$ cat src/rtl/filter_bank_seq.sv
`default_nettype none
// ============================================================================
// Module   : filter_bank_seq
// Brief    : Two-phase non-overlapping clock generator for a switched-capacitor
//            filter bank, with per-channel signed event counters sampled once
//            per phi period and windowed snapshots handed out over a
//            valid/ready port with a sticky overrun flag.
// Config   : FILTER_BANK_SEQ_SATURATE_EN -- defined: counters clamp at the
//            signed limits; undefined: counters wrap modulo 2^CNT_W.
// Revision : 1.0 - initial release
// ============================================================================
module filter_bank_seq #(
  parameter int N_CH  = 4,
  parameter int CNT_W = 8,
  parameter int PH_W  = 8
) (
  input  logic                    wb_clk_i,
  input  logic                    wb_rst_i,
  input  logic                    en,
  input  logic [PH_W-1:0]         half_cyc,
  input  logic [PH_W-1:0]         dead_cyc,
  input  logic [15:0]             win_len,
  input  logic [N_CH-1:0]         compout,
  input  logic [N_CH-1:0]         pol,
  output logic                    phi1,
  output logic                    phi2,
  output logic                    phi1b,
  output logic                    phi2b,
  output logic [N_CH*CNT_W-1:0]   out_data,
  output logic                    out_valid,
  input  logic                    out_ready,
  output logic                    overrun,
  input  logic                    clr_ovr
);

  typedef enum logic [2:0] {
    S_IDLE  = 3'd0,
    S_PHI1  = 3'd1,
    S_DEAD1 = 3'd2,
    S_PHI2  = 3'd3,
    S_DEAD2 = 3'd4
  } state_t;

  localparam logic [CNT_W-1:0] c_cnt_max = {1'b0, {(CNT_W-1){1'b1}}};
  localparam logic [CNT_W-1:0] c_cnt_min = {1'b1, {(CNT_W-1){1'b0}}};

  state_t                r_state;
  state_t                w_state_nxt;
  logic [PH_W-1:0]       r_cnt;
  logic [PH_W-1:0]       r_lim;
  logic [PH_W-1:0]       w_lim_nxt;
  logic [PH_W-1:0]       w_half_eff;
  logic                  w_last;
  logic                  w_enter;
  logic                  w_sample;

  logic [N_CH-1:0]       r_cmp_s1, r_cmp_s2;
  logic [N_CH-1:0]       r_pol_s1, r_pol_s2;

  logic [15:0]           w_win_eff;
  logic [15:0]           r_win;
  logic                  w_win_end;
  logic                  r_wend;
  logic                  w_load;
  logic [N_CH*CNT_W-1:0] w_cnt_flat;

  assign w_half_eff = (half_cyc == '0) ? PH_W'(1) : half_cyc;
  assign w_last     = (r_cnt == r_lim);
  assign w_enter    = (w_state_nxt != r_state);
  // One sample per period, taken in the final PHI2 cycle.
  assign w_sample   = en && (r_state == S_PHI2) && w_last;
  assign w_win_eff  = (win_len == '0) ? 16'd1 : win_len;
  assign w_win_end  = w_sample && (({1'b0, r_win} + 17'd1) >= {1'b0, w_win_eff});
  assign w_load     = r_wend && (!out_valid || out_ready);

  // Next-state selection and length of the state being entered.
  always_comb begin
    w_state_nxt = r_state;
    if (!en) begin
      w_state_nxt = S_IDLE;
    end else begin
      case (r_state)
        S_IDLE:  w_state_nxt = S_PHI1;
        S_PHI1:  if (w_last) w_state_nxt = (dead_cyc == '0) ? S_PHI2 : S_DEAD1;
        S_DEAD1: if (w_last) w_state_nxt = S_PHI2;
        S_PHI2:  if (w_last) w_state_nxt = (dead_cyc == '0) ? S_PHI1 : S_DEAD2;
        S_DEAD2: if (w_last) w_state_nxt = S_PHI1;
        default: w_state_nxt = S_IDLE;
      endcase
    end
    // Settings are latched only on entry, so a DEAD state is never entered
    // with a zero length.
    w_lim_nxt = ((w_state_nxt == S_DEAD1) || (w_state_nxt == S_DEAD2)) ?
                (dead_cyc - PH_W'(1)) : (w_half_eff - PH_W'(1));
  end

  // State register, in-state cycle counter and registered phase outputs.
  always_ff @(posedge wb_clk_i or posedge wb_rst_i) begin
    if (wb_rst_i) begin
      r_state <= S_IDLE;
      r_cnt   <= '0;
      r_lim   <= '0;
      phi1    <= 1'b0;
      phi2    <= 1'b0;
      phi1b   <= 1'b1;
      phi2b   <= 1'b1;
    end else begin
      r_state <= w_state_nxt;
      if (w_enter) begin
        r_cnt <= '0;
        r_lim <= w_lim_nxt;
      end else if (r_state != S_IDLE) begin
        r_cnt <= r_cnt + PH_W'(1);
      end
      // Decoding from the next state keeps the outputs aligned with the state.
      phi1  <= (w_state_nxt == S_PHI1);
      phi2  <= (w_state_nxt == S_PHI2);
      phi1b <= (w_state_nxt != S_PHI1);
      phi2b <= (w_state_nxt != S_PHI2);
    end
  end

  // Two-flop synchronizers for the asynchronous comparator and polarity lines.
  always_ff @(posedge wb_clk_i or posedge wb_rst_i) begin
    if (wb_rst_i) begin
      r_cmp_s1 <= '0;
      r_cmp_s2 <= '0;
      r_pol_s1 <= '0;
      r_pol_s2 <= '0;
    end else begin
      r_cmp_s1 <= compout;
      r_cmp_s2 <= r_cmp_s1;
      r_pol_s1 <= pol;
      r_pol_s2 <= r_pol_s1;
    end
  end

  // Window sample count; the window-end flag lets counters include the last
  // sample before the snapshot is taken and they are cleared.
  always_ff @(posedge wb_clk_i or posedge wb_rst_i) begin
    if (wb_rst_i) begin
      r_win  <= '0;
      r_wend <= 1'b0;
    end else begin
      r_wend <= w_win_end;
      if (!en || w_win_end) begin
        r_win <= '0;
      end else if (w_sample) begin
        r_win <= r_win + 16'd1;
      end
    end
  end

  for (genvar g = 0; g < N_CH; g++) begin : g_ch
    logic [CNT_W-1:0] r_ev;
    logic [CNT_W-1:0] w_ev_upd;

    // Up/down step for this channel, direction chosen by polarity.
    always_comb begin
      w_ev_upd = r_ev;
      if (r_cmp_s2[g]) begin
        if (r_pol_s2[g]) begin
`ifdef FILTER_BANK_SEQ_SATURATE_EN
          if (r_ev != c_cnt_max) w_ev_upd = r_ev + CNT_W'(1);
`else
          w_ev_upd = r_ev + CNT_W'(1);
`endif
        end else begin
`ifdef FILTER_BANK_SEQ_SATURATE_EN
          if (r_ev != c_cnt_min) w_ev_upd = r_ev - CNT_W'(1);
`else
          w_ev_upd = r_ev - CNT_W'(1);
`endif
        end
      end
    end

    // Counter register: cleared when disabled or just after a window closes.
    always_ff @(posedge wb_clk_i or posedge wb_rst_i) begin
      if (wb_rst_i) begin
        r_ev <= '0;
      end else if (!en || r_wend) begin
        r_ev <= '0;
      end else if (w_sample) begin
        r_ev <= w_ev_upd;
      end
    end

    assign w_cnt_flat[g*CNT_W +: CNT_W] = r_ev;
  end

  // Snapshot hand-off; overrun is sticky and a new set beats clr_ovr.
  always_ff @(posedge wb_clk_i or posedge wb_rst_i) begin
    if (wb_rst_i) begin
      out_data  <= '0;
      out_valid <= 1'b0;
      overrun   <= 1'b0;
    end else begin
      if (w_load) begin
        out_data  <= w_cnt_flat;
        out_valid <= 1'b1;
      end else if (out_valid && out_ready) begin
        out_valid <= 1'b0;
      end
      if (r_wend && !w_load) begin
        overrun <= 1'b1;
      end else if (clr_ovr) begin
        overrun <= 1'b0;
      end
    end
  end

endmodule
`default_nettype wire

$ cat config.mk
export PLATFORM = sky130hd
export DESIGN_NAME = filter_bank_seq
export DESIGN_NICKNAME = d
export VERILOG_FILES = /design/src/rtl/filter_bank_seq.sv
export SDC_FILE = /design/constraint.sdc
export NUM_CORES = 1
export LEC_CHECK = 0
export BUFFER_PORTS_ARGS = -buffer_cell sky130_fd_sc_hd__buf_2
export CORE_ASPECT_RATIO = 0.75
export CORE_MARGIN = 2
export CORE_UTILIZATION = 53
export DETAILED_ROUTE_END_ITERATION = 7
export GPL_TIMING_DRIVEN = 0
export PLACE_DENSITY_LB_ADDON = 0.2
export SYNTH_ARGS = -nofsm -noshare
export SYNTH_HDL_FRONTEND = slang
export SYNTH_SLANG_ARGS = --single-unit
$ cat constraint.sdc
create_clock -name wb_clk_i -period 3.4 [get_ports wb_clk_i]
set_input_delay 0.17 -clock wb_clk_i [delete_from_list [all_inputs] [get_ports wb_clk_i]]
set_output_delay 0.17 -clock wb_clk_i [all_outputs]
set_load 0.01 [all_outputs]
==> summary.md <==
| Metric | Value |
|---|---|
| Outcome | `finished clean` |
| Synthesized Nets | `790` |
| Layout cells sized above 1 | `0.2377` |
| # setup viols final | `0` |
| Die X | `136.8 um` |
| I/O Buffers | `82` |
| Mean post-synth cell area | `10.04 um2` |
| DR WL/cell | `15.40 um` |
| RSZ-0062 raised after global routing | `false` |
| FF-to-FF setup slack | `180 ps` |
| Post-DR vias/cell | `5.610` |
| Ys flop type | `dfrtp_1` |
| Max Slew Vio Count | `0` |
| Max Clock Skew | `9.289 ps` |
| CTS tree | `yes` |
| Clk_lat worst skew | `410 ps` |
| Register area share after synthesis | `0.4361` |
| Highest Clock Rate | `311.0 MHz` |
| First-pass GRT wire length | `25.72 mm` |
| Worst Hold Class | `in2reg` |
| Slew @ Worst Pin | `850.5 ps` |
| Final Util | `0.6616` |
| Post-DP HPWL | `11.31 mm` |
| Total gr overflow | `0` |
| Worst hold path depth | `3` |
| Crit Path Class | `reg2reg` |
| TritonCTS Buffers | `17` |
| Distinct cells, synth | `56` |
| Total GRT Usage | `0.2274` |
| DRC | `0` |
| Critical Path Sink Type | `flip-flop` |
| Chip height | `103.6 um` |
| Gate Count Post-Synth | `698` |
| #FFs+latches synth | `122` |
| DRT antenna net count | `0` |
| Minimum clock period | `3215 ps` |
| Rows | `36` |
| Hold EP | `out_valid$_DFFE_PP0P_` |
| Yosys warns | `0` |
| Pwr Total | `3556 uW` |
| Most frequent cells in the layout | `118 x dfrtp_1, 86 x buf_2, 57 x inv_1` |
| Largest net degree at the start of global routing | `44` |
| Final #Nets | `912` |
| CTS Buffer Depth | `2` |
| Placed Area | `0.007695 mm2` |
| DR iter-0 viols | `342` |
| Clock Pin Slew Worst Setup and Hold Paths | `50 ps` |
| Asr flop ratio synth | `1.000` |
| Ranking of synthesized cells by area | `dfrtp_1 43%, ha_1 7.7%, mux2_2 4.3%, xnor2_1 3.8%, a21oi_1 3.3%` |
| Final instance area | `0.008553 mm2` |
| Max Cap Viol | `0` |
| Startpoint type of the worst setup path | `flip-flop` |
| Synth top area share | `0.4286` |
| Setup TNS | `0 ps` |
| Worst Path Required | `3690 ps` |
| Number of antenna diodes | `0` |
| Placement Setup Slack | `-328.4 ps` |
| Die area | `0.01417 mm2` |
| Pwr dens | `415.8 mW/mm2` |
| Clk sinks | `122` |
| H-tree depth | `4` |
| Area Overhead vs Synth | `22.07%` |
| Starting Density | `0.5420` |
| Placer Congestion | `0.8491` |
| IO Count | `83` |
| Reg-to-reg startpoint | `r_cnt[3]$_DFFE_PP0P_` |
| Multi-input gate area in the final layout | `0.003750 mm2` |
| Setup WS post-layout | `184.9 ps` |
| Initial antenna violation count | `0` |
| Reg area | `0.003058 mm2` |
| VDD IR max | `0.3364 mV` |
| Reg2reg path depth | `13` |
| Drt first pass iters | `5` |
| Detailed-route via count | `5,632` |
| CP max FO | `7` |
| Synth area leader | `dfrtp_1` |
| Clock root cell | `clkbuf_16` |
| Worst R2R End | `r_lim[6]$_DFFE_PP0N_` |
| Final Hold Vio Count | `0` |
| Vias in the first global route | `5,575` |
| Most common cell after layout, fill and taps aside | `dfrtp_1` |
| LEAKAGE | `0.004080 uW` |
| Slew margin rel. | `0.4330` |
| Arr. time, crit path | `3510 ps` |
| Routed WL | `15.47 mm` |
| Fill cells | `981` |
| Netlist Area Pre-Place | `0.007007 mm2` |
| EDFF count, synth | `0` |
| Tcrit/Tclk final | `0.9456` |
| Hold path start | `out_ready` |
| Core area | `0.01293 mm2` |
kinds of logic (layout without fill, tap and decap cells):
logic type               Yosys count  count (layout)  synth area share
flip-flops                       122             122            0.4361
XOR/XNOR                          52              52           0.06500
multiplexers                      41              41           0.06357
buffers and inverters             76             211           0.04375
AO/OA/AOI/OAI                    135             135            0.1246
adder cells (fa/ha/maj)           47              47           0.08822
AND/OR/NAND/NOR                  225             225            0.1788
cells in the mapped netlist, types with 12 or more instances:
cell type,count
a21oi_1,46
a31oi_1,15
and3_1,20
dfrtp_1,120
ha_1,43
inv_1,58
mux2_2,27
mux2i_1,13
nand2_1,55
nand3_1,29
nor2_1,39
nor2b_1,17
nor3_1,12
o21ai_0,24
or3_1,13
xnor2_1,30
xor2_1,22
critical path: stages (launching register included):
cell and delay [ps]:
dfrtp_1 470, xor2_2 220, nor4_4 60, buf_4 160, a2111oi_4 480, nor2_4 140
mux2i_2 250, ha_1 200, inv_1 80, or3_1 380, nor3_2 150, xnor2_1 140
mux2i_1 100, mux2_2 280
sequential cells by signal (all words and copies together) (netlist names), 4 cells and up:
name / flops
g_ch.r_ev: 32
out_data: 32
r_win: 16
r_cnt: 8
r_lim: 8
r_cmp_s1: 4
r_cmp_s2: 4
r_pol_s1: 4
r_pol_s2: 4
layer usage:
metal	vias up	GRT usage	share of wire
li1	2722	-	-
met5	-	0	0
met1	2706	0.2937	0.44
met2	176	0.3632	0.48
met3	28	0.06853	0.057
met4	0	0.07813	0.019
stage by stage:
| stage | instances | hold slack [ps] |
|---|---|---|
| finish | 1004 | 83.61 |
| global route | 1004 | 115.6 |
| CTS | 999 | 68.35 |
| detailed placement | 954 | 150.6 |
| global placement | 951 | 278.3 |
| floorplan | 698 | 201.4 |
power by group:
group	internal (uW)	leakage, uW	total [uW]	switching, uW
registers	1480	0.00163	1510	26.2
clock network	1150	0.000291	1770	619
logic	116	0.00216	275	159
total	2750	0.00408	3560	804
how the worst max path moves through the flow:
stage	cells past startpoint	end	startpoint
6_report	13	r_lim[6]$_DFFE_PP0N_	r_cnt[3]$_DFFE_PP0P_
5_1_grt	13	r_lim[6]$_DFFE_PP0N_	r_cnt[3]$_DFFE_PP0P_
4_1_cts	12	r_lim[6]$_DFFE_PP0N_	r_cnt[1]$_DFFE_PP0P_
3_5_place_dp	12	r_win[15]$_DFFE_PP0P_	r_win[0]$_DFFE_PP0P_
3_3_place_gp	12	r_win[11]$_DFFE_PP0P_	r_win[0]$_DFFE_PP0P_
2_1_floorplan	12	r_win[11]$_DFFE_PP0P_	r_win[0]$_DFFE_PP0P_
timing repair:
item | CTS | global route
pin swaps | 3 | 5
hold buffers | 10 | 0
endpoints found under the hold margin | 19 | 0
gates cloned | 0 | 1
setup buffers | 3 | 4
resized for setup | 7 | 15
endpoints found under the setup margin | 15 | 18
area by class of cell:
type	instances	share of cell area
timing repair buffer	103	0.07417
clock inverter	7	0.01039
inverter	58	0.02589
sequential	122	0.3575
tap	171	0.02501
multi-input combinational	500	0.4384
buffer	18	0.01068
clock buffer	25	0.05793
Note: power is estimated with default switching activity, not from simulation.
